### config.mk
export PLATFORM = sky130hd
export DESIGN_NAME = conv_out_seq_ctrl
export DESIGN_NICKNAME = d
export VERILOG_FILES = /design/src/rtl/conv_out_seq_ctrl.sv
export SDC_FILE = /design/constraint.sdc
export NUM_CORES = 1
export LEC_CHECK = 0
export BUFFER_PORTS_ARGS = -buffer_cell sky130_fd_sc_hd__buf_4
export CAP_MARGIN = 25
export CORE_MARGIN = 10
export CORE_UTILIZATION = 25
export DETAILED_ROUTE_END_ITERATION = 12
export PLACE_DENSITY = 0.44
export REMOVE_ABC_BUFFERS = 1
export SETUP_SLACK_MARGIN = 0.15
export SYNTH_ARGS = -nofsm -noshare
export SYNTH_HDL_FRONTEND = slang
export SYNTH_SLANG_ARGS = --single-unit
### constraint.sdc
create_clock -name clk -period 4.9 [get_ports clk]
set_input_delay 0.245 -clock clk [delete_from_list [all_inputs] [get_ports clk]]
set_output_delay 0.245 -clock clk [all_outputs]
set_load 0.05 [all_outputs]
### src/rtl/conv_out_seq_ctrl.sv
// Output sequencer for the 1-D convolution engine: strided x/f address generation,
// PIPE_LAT-aligned accumulator control and AXI-stream valid. Optional m_last_y via CONV_OUT_LAST_EN.
module conv_out_seq_ctrl #(
   parameter int X_MEM_SIZE       = 8,
   parameter int F_MEM_SIZE       = 4,
   parameter int STRIDE           = 1,
   parameter int PIPE_LAT         = 2,
   parameter int X_MEM_ADDR_WIDTH = $clog2(X_MEM_SIZE),
   parameter int F_MEM_ADDR_WIDTH = $clog2(F_MEM_SIZE)
) (
   input  logic                        clk,
   input  logic                        reset,
   input  logic                        conv_start,
   input  logic                        conv_abort,
   input  logic                        m_ready_y,
   output logic [X_MEM_ADDR_WIDTH-1:0] xmem_addr,
   output logic [F_MEM_ADDR_WIDTH-1:0] fmem_addr,
   output logic                        mem_rd_en,
   output logic                        en_accum,
   output logic                        accum_first,
   output logic                        m_valid_y,
   output logic                        conv_busy,
`ifdef CONV_OUT_LAST_EN
   output logic                        conv_done,
   output logic                        m_last_y
`else
   output logic                        conv_done
`endif
);

   localparam int N_OUT  = (X_MEM_SIZE - F_MEM_SIZE) / STRIDE + 1;
   localparam int TAP_W  = (F_MEM_SIZE > 1) ? $clog2(F_MEM_SIZE) : 1;
   localparam int OUT_W  = (N_OUT > 1) ? $clog2(N_OUT) : 1;
   localparam int BASE_W = (X_MEM_SIZE > 1) ? $clog2(X_MEM_SIZE) : 1;
   localparam int DRN_W  = $clog2(PIPE_LAT + 1);

   typedef enum logic [2:0] {IDLE, FETCH, DRAIN, HOLD, DONE} state_t;

   state_t              state;
   logic [BASE_W-1:0]   base;
   logic [TAP_W-1:0]    tap;
   logic [OUT_W-1:0]    out_cnt;
   logic [DRN_W-1:0]    drain_cnt;
   logic                rd_first;
   logic [PIPE_LAT-1:0] tag_v;
   logic [PIPE_LAT-1:0] tag_f;

   logic last_tap;
   logic last_out;
   logic drain_end;

   assign last_tap  = (tap == TAP_W'(F_MEM_SIZE - 1));
   assign last_out  = (out_cnt == OUT_W'(N_OUT - 1));
   assign drain_end = (drain_cnt == DRN_W'(PIPE_LAT - 1));

   always_ff @(posedge clk or posedge reset) begin
      if (reset) begin
         state     <= IDLE;
         base      <= '0;
         tap       <= '0;
         out_cnt   <= '0;
         drain_cnt <= '0;
         rd_first  <= 1'b0;
         xmem_addr <= '0;
         fmem_addr <= '0;
         mem_rd_en <= 1'b0;
         m_valid_y <= 1'b0;
         conv_busy <= 1'b0;
         conv_done <= 1'b0;
      end else if (conv_abort) begin
         state     <= IDLE;
         base      <= '0;
         tap       <= '0;
         out_cnt   <= '0;
         drain_cnt <= '0;
         rd_first  <= 1'b0;
         xmem_addr <= '0;
         fmem_addr <= '0;
         mem_rd_en <= 1'b0;
         m_valid_y <= 1'b0;
         conv_busy <= 1'b0;
         conv_done <= 1'b0;
      end else begin
         conv_done <= 1'b0;
         case (state)
            IDLE: begin
               base    <= '0;
               tap     <= '0;
               out_cnt <= '0;
               if (conv_start) begin
                  state     <= FETCH;
                  conv_busy <= 1'b1;
                  mem_rd_en <= 1'b1;
                  rd_first  <= 1'b1;
                  xmem_addr <= '0;
                  fmem_addr <= '0;
               end
            end
            FETCH: begin
               rd_first <= 1'b0;
               if (last_tap) begin
                  state     <= DRAIN;
                  mem_rd_en <= 1'b0;
                  drain_cnt <= '0;
               end else begin
                  tap       <= tap + 1'b1;
                  xmem_addr <= X_MEM_ADDR_WIDTH'(base + tap + 1'b1);
                  fmem_addr <= F_MEM_ADDR_WIDTH'(tap + 1'b1);
               end
            end
            DRAIN: begin
               // the last tag leaves the pipe on this edge, so the accumulator is final right after it
               if (drain_end) begin
                  state     <= HOLD;
                  m_valid_y <= 1'b1;
               end else begin
                  drain_cnt <= drain_cnt + 1'b1;
               end
            end
            HOLD: begin
               if (m_ready_y) begin
                  m_valid_y <= 1'b0;
                  if (last_out) begin
                     state     <= DONE;
                     conv_done <= 1'b1;
                  end else begin
                     state     <= FETCH;
                     out_cnt   <= out_cnt + 1'b1;
                     base      <= BASE_W'(base + STRIDE);
                     tap       <= '0;
                     mem_rd_en <= 1'b1;
                     rd_first  <= 1'b1;
                     xmem_addr <= X_MEM_ADDR_WIDTH'(base + STRIDE);
                     fmem_addr <= '0;
                  end
               end
            end
            DONE: begin
               state     <= IDLE;
               conv_busy <= 1'b0;
            end
            default: state <= IDLE;
         endcase
      end
   end

   // tag enters one edge after the read strobe so its exit lines up with the product
   always_ff @(posedge clk or posedge reset) begin
      if (reset) begin
         tag_v <= '0;
         tag_f <= '0;
      end else if (conv_abort) begin
         tag_v <= '0;
         tag_f <= '0;
      end else begin
         tag_v <= PIPE_LAT'({tag_v, mem_rd_en});
         tag_f <= PIPE_LAT'({tag_f, rd_first});
      end
   end

   assign en_accum    = tag_v[PIPE_LAT-1];
   assign accum_first = tag_v[PIPE_LAT-1] & tag_f[PIPE_LAT-1];

`ifdef CONV_OUT_LAST_EN
   always_ff @(posedge clk or posedge reset) begin
      if (reset) begin
         m_last_y <= 1'b0;
      end else if (conv_abort) begin
         m_last_y <= 1'b0;
      end else if (state == DRAIN && drain_end) begin
         m_last_y <= last_out;
      end else if (state == HOLD && m_ready_y) begin
         m_last_y <= 1'b0;
      end
   end
`endif

endmodule

==> tab_implementation.tex, run 1 <==
\begin{tabular}{lr}
\hline
Metric & Value \\
\hline
\multicolumn{2}{l}{\textbf{Route}} \\
Routed wl met3 & 80 microns \\
Final wirelength & 3090 microns \\
Drt wl/cell & 13.1 microns \\
Remaining DRCs & 0 \\
Highest layer used for signal routing & met4 \\
DR iter-0 viols & 95 \\
Number of search-and-repair iterations in the first detailed-routing pass & 4 \\
DR vias & around 1100 \\
Remaining antenna violation count & 0 \\
Routed length on met2 & 1460 microns \\
Detailed-routing wirelength on met1 & 1470 microns \\
Vias/cell & 4.64 \\
\multicolumn{2}{l}{\textbf{Placement}} \\
Cell area reported after detailed placement & 1680 sq um \\
Placed wire-length estimate & 2370 microns \\
Placed Cells incl. Taps & 232 \\
Number of port buffers & 15 \\
Routability cong. & about 0.74 \\
\multicolumn{2}{l}{\textbf{Power and ir drop}} \\
Share of power burned in the clock network & between 30\% and 40\% \\
Total power & 0.417 mW \\
Max IR drop VDD & around 0.1 mV \\
Fraction of power consumed by sequential logic & 56.5\% \\
Sw Share & between 20\% and 30\% \\
Leakage component of the power & 0.764 nW \\
Internal power & 0.308 mW \\
Net switching component of the power & 0.109 mW \\
Power per cell area & 243 nW/um\^{}2 \\
Logic gate share of total power & 13.2\% \\
\multicolumn{2}{l}{\textbf{Clock tree}} \\
Root buffer selected by CTS & sky130\_fd\_sc\_hd\_\_clkbuf\_8 \\
\# clock sinks & 27 \\
Hold Buf Count CTS & 0 \\
Largest buffer count on any clock path & 2 \\
Number of gates resized after CTS & 0 \\
Cts bufs inserted & 3 \\
Post-CTS setup repair buffer count & 0 \\
Clock latency on the worst-skew pair & 0.27 ns \\
H-tree Lvls & 1 \\
Register clock-pin slew on the reported worst setup and hold paths & 0.09 ns \\
CTS tree & done \\
\multicolumn{2}{l}{\textbf{Critical path}} \\
Endpoint arrival time on the critical path & around 2.1 ns \\
Worst Path Class, Setup & flop to flop \\
Element type at the critical path start & flop \\
CP Max Fanout & 23 \\
CP endpoint kind & flop \\
Data required time of the worst path & 5.06 ns \\
\multicolumn{2}{l}{\textbf{Run}} \\
Max capacitance violation total & 0 \\
\multicolumn{2}{l}{\textbf{Timing}} \\
Setup\_tns & 0 ns \\
Achievable Freq & between 0.5 and 0.6 GHz \\
Final cycle utilization of the critical path & just over 40\% \\
Max-slew violation total from the final report & 0 \\
RSZ-0062 raised after global routing & no \\
Final Hold Viols & 0 \\
Transition at the pin with the smallest max-transition slack & around 0.64 ns \\
Setup clock skew after layout & 0.00592 ns \\
Final-report setup violation count & 0 \\
Max\_slew headroom & 57.1\% \\
Shortest period the worst path allows & 1.97 ns \\
\multicolumn{2}{l}{\textbf{Final layout}} \\
Leading cell types in the layout, fill and taps excluded & 27 x sky130\_fd\_sc\_hd\_\_dfrtp\_1, 15 x sky130\_fd\_sc\_hd\_\_buf\_4, 13 x sky130\_fd\_sc\_hd\_\_nand2\_1 \\
Nets & roughly 170 \\
Most common library cell in the layout ignoring fill and taps & sky130\_fd\_sc\_hd\_\_dfrtp\_1 \\
N\_diodes & 0 \\
Non-filler instance count after layout & 236 \\
Final core occ & 29.4\% \\
Final design instance area without fill & roughly 1700 sq um \\
Fraction of final layout cells with drive strength greater than 1 & 16.8\% \\
Layout area overhead & 15.1\% \\
\multicolumn{2}{l}{\textbf{Synthesis}} \\
Post-synthesis average cell area & 10.0 sq um \\
Post-synth design cell area & between 1000 and 1500 sq um \\
Number of warnings reported in the yosys synthesis log & 0 \\
Cell variety after synth & 45 \\
Count of state elements after synthesis & 27 \\
Share of the yosys chip area belonging to registers & 45.2\% \\
Proportion of synthesized flip-flops having asynchronous set or reset & 100\% \\
Number of enable-type register cells in the synthesized netlist & 0 \\
Top\_reg\_cell synth & sky130\_fd\_sc\_hd\_\_dfrtp\_1 \\
Cells after synthesis & 149 \\
\multicolumn{2}{l}{\textbf{Global routing}} \\
Pin count of the biggest net entering global routing & 24 \\
Combined global-route utilization of all metal layers & under 10\% \\
Vias in the first global route & $\sim$1100 \\
GRT Residual Overflow & 0 \\
Number of antenna violations at the first check in global routing & 0 \\
First-pass GRT wire length & 5480 microns \\
\multicolumn{2}{l}{\textbf{Floorplan}} \\
Number of primary I/O pins & 16 \\
Number of rows in the core area & 28 \\
Overall die width & 97.3 microns \\
Die area & 9470 sq um \\
Die boundary height & 97.3 microns \\
Initial Util & roughly 26\% \\
Floorplan Core Area & 5850 sq um \\
\multicolumn{2}{l}{\textbf{Status}} \\
Status & completed \\
\multicolumn{2}{l}{\textbf{Min path}} \\
HP Class & primary input to async pin \\
\hline
\end{tabular}
-- Yosys cell counts, types with 4 or more instances --
library cell / n / area, sq um
sky130_fd_sc_hd__dfrtp_1: 27 / 676
sky130_fd_sc_hd__nand2_1: 13 / 48.8
sky130_fd_sc_hd__inv_1: 12 / 45.0
sky130_fd_sc_hd__a21oi_1: 11 / 55.1
sky130_fd_sc_hd__nor2_1: 10 / 37.5
sky130_fd_sc_hd__ha_1: 6 / 75.1
sky130_fd_sc_hd__nor2b_1: 6 / 37.5
sky130_fd_sc_hd__buf_2: 4 / 20.0
sky130_fd_sc_hd__mux2_1: 4 / 45.0
sky130_fd_sc_hd__o21ai_0: 4 / 20.0
-- power groups by stage --
stage,sequential [mW],combinational [mW],clock [mW]
3_3_place_gp,0.240,0.0534,0
4_1_cts,0.236,0.0568,0.137
2_1_floorplan,0.252,0.0227,0
5_1_grt,0.237,0.0611,0.144
3_5_place_dp,0.240,0.0567,0
6_report,0.236,0.0553,0.126
-- state kept, by name, summed over array words and instances (netlist names) --
| signal | count |
|---|---|
| state | 3 |
| mem_rd_en | 1 |
| tag_v | 2 |
| drain_cnt | 2 |
| base | 3 |
| conv_busy | 1 |
| m_valid_y | 1 |
| tap | 2 |
| conv_done | 1 |
| tag_f | 2 |
| rd_first | 1 |
| xmem_addr | 3 |
| out_cnt | 3 |
| fmem_addr | 2 |
-- layout make-up --
cell class / instances / area, sq um
Sequential cell: 27 / 676
Fill cell: 614 / 4130
Multi-Input combinational cell: 102 / 721
Timing Repair Buffer: 16 / 140
Clock buffer: 4 / 45.0
Inverter: 12 / 45.0
Tap cell: 75 / 93.8
-- worst max-delay path: stages, from the launching register on --
cell and delay [ns]:
sky130_fd_sc_hd__dfrtp_1 0.76, sky130_fd_sc_hd__nor2b_1 0.31, sky130_fd_sc_hd__a311oi_2 0.18, sky130_fd_sc_hd__a21oi_4 0.26
sky130_fd_sc_hd__mux2_1 0.35
-- stage by stage --
| stage | hold WS (ns) | setup WS, ns |
|---|---|---|
| 2_1_floorplan | 0.298 | 3.15 |
| 3_3_place_gp | 0.441 | 3.00 |
| 3_5_place_dp | 0.342 | 2.92 |
| 4_1_cts | 0.0256 | 2.91 |
| 5_1_grt | 0.0546 | 2.71 |
| 6_report | 0.0184 | 2.93 |
-- metal layers --
metal  GRT usage [%]  vias up
met2            10.2       14
met1            8.94      529
met4            4.03        0
met3            1.42        5
met5               0        -
li1                -      546
-- logic make-up after synthesis --
logic type / after synthesis / share of synthesized area (%)
AO/OA/AOI/OAI: 37 / 17.4
XOR/XNOR: 1 / 0.586
adder cells (fa/ha/maj): 7 / 6.36
buffers and inverters: 20 / 6.61
flip-flops: 27 / 45.2
multiplexers: 7 / 5.02
AND/OR/NAND/NOR: 50 / 18.8
-- final timing paths --
| path | start | depth (start not counted) | slack, ns | to |
|---|---|---|---|---|
| max | state[1] | 4 | 2.93 | xmem_addr[2] |
| min reg2reg | tag_f[0] | 1 | 0.46 | tag_f[1] |
| min in group clk | conv_abort | 2 | 0.24 | tag_f[1] |
| min | reset | 2 | 0.02 | conv_done |
| max reg2reg | state[1] | 4 | 2.93 | xmem_addr[2] |
| max in group asynchronous | reset | 3 | 4.40 | m_valid_y |
(Power assumes the default switching activity.)
==> run 2: changes to the inputs <==
Clock period 4.9 ns to 2 ns, I/O delays scaled along.
==> tab_implementation.tex, run 2 (same netlist as run 1, synthesis figures left out) <==
\begin{tabular}{lr}
\hline
Metric & Value \\
\hline
\multicolumn{2}{l}{\textbf{Placement}} \\
Placed wire-length estimate & 2320 microns (was 2370 microns) \\
Placed Cells incl. Taps & 238 (was 232) \\
Number of port buffers & 15 (unchanged) \\
Routability cong. & 0.796 (was 0.739) \\
\multicolumn{2}{l}{\textbf{Route}} \\
Remaining DRCs & 0 (unchanged) \\
DR iter-0 viols & 26 (was 95) \\
Number of search-and-repair iterations in the first detailed-routing pass & 4 (unchanged) \\
DR vias & 1104 (was 1094) \\
Vias/cell & 4.52 (was 4.64) \\
Remaining antenna violation count & 0 (unchanged) \\
Final wirelength & 3110 microns (was 3090 microns) \\
Drt wl/cell & 12.7 microns (was 13.1 microns) \\
\multicolumn{2}{l}{\textbf{Clock tree}} \\
Largest buffer count on any clock path & 2 (unchanged) \\
CTS tree & done (unchanged) \\
Root buffer selected by CTS & sky130\_fd\_sc\_hd\_\_clkbuf\_8 (unchanged) \\
Register clock-pin slew on the reported worst setup and hold paths & 0.09 ns (about the same) \\
H-tree Lvls & 1 (unchanged) \\
Cts bufs inserted & 3 (unchanged) \\
Clock latency on the worst-skew pair & 0.27 ns (about the same) \\
\# clock sinks & 27 (unchanged) \\
\multicolumn{2}{l}{\textbf{Global routing}} \\
Number of antenna violations at the first check in global routing & 0 (unchanged) \\
Most Crowded Layer GR & met2 (unchanged) \\
Vias in the first global route & 1121 (was 1097) \\
GRT Residual Overflow & 0 (unchanged) \\
Pin count of the biggest net entering global routing & 28 (was 24) \\
First-pass GRT wire length & 5370 microns (was 5480 microns) \\
Combined global-route utilization of all metal layers & 6.68\% (was 6.87\%) \\
Met1 usage & 7.81\% (was 8.94\%) \\
Met2 track demand over resource in global routing & 11.3\% (was 10.2\%) \\
Global Route met3 Usage & 1.71\% (was 1.42\%) \\
\multicolumn{2}{l}{\textbf{Floorplan}} \\
Overall die width & 97.3 microns (unchanged) \\
Number of rows in the core area & 28 (unchanged) \\
Initial Util & 25.6\% (unchanged) \\
Number of primary I/O pins & 16 (unchanged) \\
Die boundary height & 97.3 microns (unchanged) \\
Die area & 9470 sq um (unchanged) \\
Floorplan Core Area & 5850 sq um (unchanged) \\
\multicolumn{2}{l}{\textbf{Critical path}} \\
CP endpoint kind & flop (unchanged) \\
Endpoint arrival time on the critical path & 1.93 ns (was 2.13 ns) \\
FF-to-FF setup slack & 0.23 ns (was 2.93 ns) \\
Worst Path Class, Setup & flop to flop (unchanged) \\
CP Max Fanout & 4 (was 23) \\
Element type at the critical path start & flop (unchanged) \\
Data required time of the worst path & 2.17 ns (was 5.06 ns) \\
\multicolumn{2}{l}{\textbf{Final layout}} \\
Non-filler instance count after layout & 244 (was 236) \\
Layout area overhead & 19.9\% (was 15.1\%) \\
Most common library cell in the layout ignoring fill and taps & sky130\_fd\_sc\_hd\_\_dfrtp\_1 (unchanged) \\
Nets & 182 (was 174) \\
Final core occ & 30.6\% (was 29.4\%) \\
Leading cell types in the layout, fill and taps excluded & 25 x sky130\_fd\_sc\_hd\_\_dfrtp\_1, 23 x sky130\_fd\_sc\_hd\_\_buf\_4, 13 x sky130\_fd\_sc\_hd\_\_nand2\_1 (was 27 x sky130\_fd\_sc\_hd\_\_dfrtp\_1, 15 x sky130\_fd\_sc\_hd\_\_buf\_4, 13 x sky130\_fd\_sc\_hd\_\_nand2\_1) \\
Fraction of final layout cells with drive strength greater than 1 & 23.7\% (was 16.8\%) \\
N\_diodes & 0 (unchanged) \\
\multicolumn{2}{l}{\textbf{Timing}} \\
Shortest period the worst path allows & 1.77 ns (was 1.97 ns) \\
Setup\_tns & 0 ns (unchanged) \\
Transition at the pin with the smallest max-transition slack & 0.388 ns (was 0.644 ns) \\
RSZ-0062 raised after global routing & no (unchanged) \\
Max-slew violation total from the final report & 0 (unchanged) \\
Max\_slew headroom & 73.9\% (was 57.1\%) \\
Achievable Freq & 0.566 GHz (was 0.507 GHz) \\
Worst hold margin & 0.127 ns (was 0.0184 ns) \\
Final Hold Viols & 0 (unchanged) \\
Final cycle utilization of the critical path & 88.3\% (was 40.2\%) \\
Final-report setup violation count & 0 (unchanged) \\
Setup clock skew after layout & 0.0104 ns (was 0.00592 ns) \\
\multicolumn{2}{l}{\textbf{Power and ir drop}} \\
Power per cell area & 571 nW/um\^{}2 (was 243 nW/um\^{}2) \\
Total power & 1.02 mW (was 0.417 mW) \\
Max IR drop VDD & 0.355 mV (was 0.101 mV) \\
Leakage component of the power & 0.795 nW (was 0.764 nW) \\
\multicolumn{2}{l}{\textbf{Status}} \\
Status & completed (unchanged) \\
\multicolumn{2}{l}{\textbf{Run}} \\
Max capacitance violation total & 0 (unchanged) \\
\multicolumn{2}{l}{\textbf{Min path}} \\
HP Class & primary input to flop (was primary input to async pin) \\
\hline
\end{tabular}
run 2: cell count changes in the layout (fill, tap and decap cells not counted), sizes merged:
cell / change
buf: +7
dlygate4sd3: +1
run 2: through the flow:
step,instance area [sq um],setup slack [ns]
2_1_floorplan,1440,0.246
3_3_place_gp,1700,0.200
3_5_place_dp,1700,0.166
4_1_cts,1760,0.164
5_1_grt,1790,0.160
6_report,1790,0.234
run 2: layout make-up:
class | count | area, sq um
inverter | 12 | 45.0
clock buffer | 4 | 45.0
timing repair buffer | 24 | 183
multi-input combinational | 102 | 748
sequential | 27 | 678
fill | 612 | 4060
tap | 75 | 93.8
run 2: worst paths after layout:
kind / startpoint / end / depth (start not counted)
max in group asynchronous: reset / state[0] / 4
min: conv_abort / conv_busy / 2
min reg2reg: tag_f[0] / tag_f[1] / 1
min in group asynchronous: reset / fmem_addr[1] / 4
max reg2reg: tap[0] / xmem_addr[1] / 7
max: tap[0] / xmem_addr[1] / 7
run 2: worst max-delay path, cell delays in order (launching register included):
cell	delay, ns
sky130_fd_sc_hd__dfrtp_1	0.41
sky130_fd_sc_hd__inv_1	0.07
sky130_fd_sc_hd__ha_2	0.17
sky130_fd_sc_hd__fa_1	0.48
sky130_fd_sc_hd__nor2_1	0.05
sky130_fd_sc_hd__a21oi_1	0.14
sky130_fd_sc_hd__nor2_1	0.07
sky130_fd_sc_hd__mux2_1	0.29
run 2: what timing repair did:
action | in CTS | in global routing
endpoints found under the setup margin | 1 | 4
gates cloned | 0 | 0
resized for setup | 0 | 8
buffers inserted | 1 | 0
hold endpoints to repair | 27 | 0
hold buffers | 1 | 0
pin swaps | 0 | 4
run 2: where the power goes:
group / internal [mW] / switching [mW]
combinational: 0.0507 / 0.0907
sequential: 0.563 / 0.0116
clock: 0.143 / 0.166
total: 0.756 / 0.269
run 2: layer usage:
metal  routed length (microns)  share of wire, %  vias up
met1                      1420                46      526
met2                      1520                49       20
met3                       124               4.0        2
met4                        42               1.4        0
met5                         0                 0        -
li1                          -                 -      556
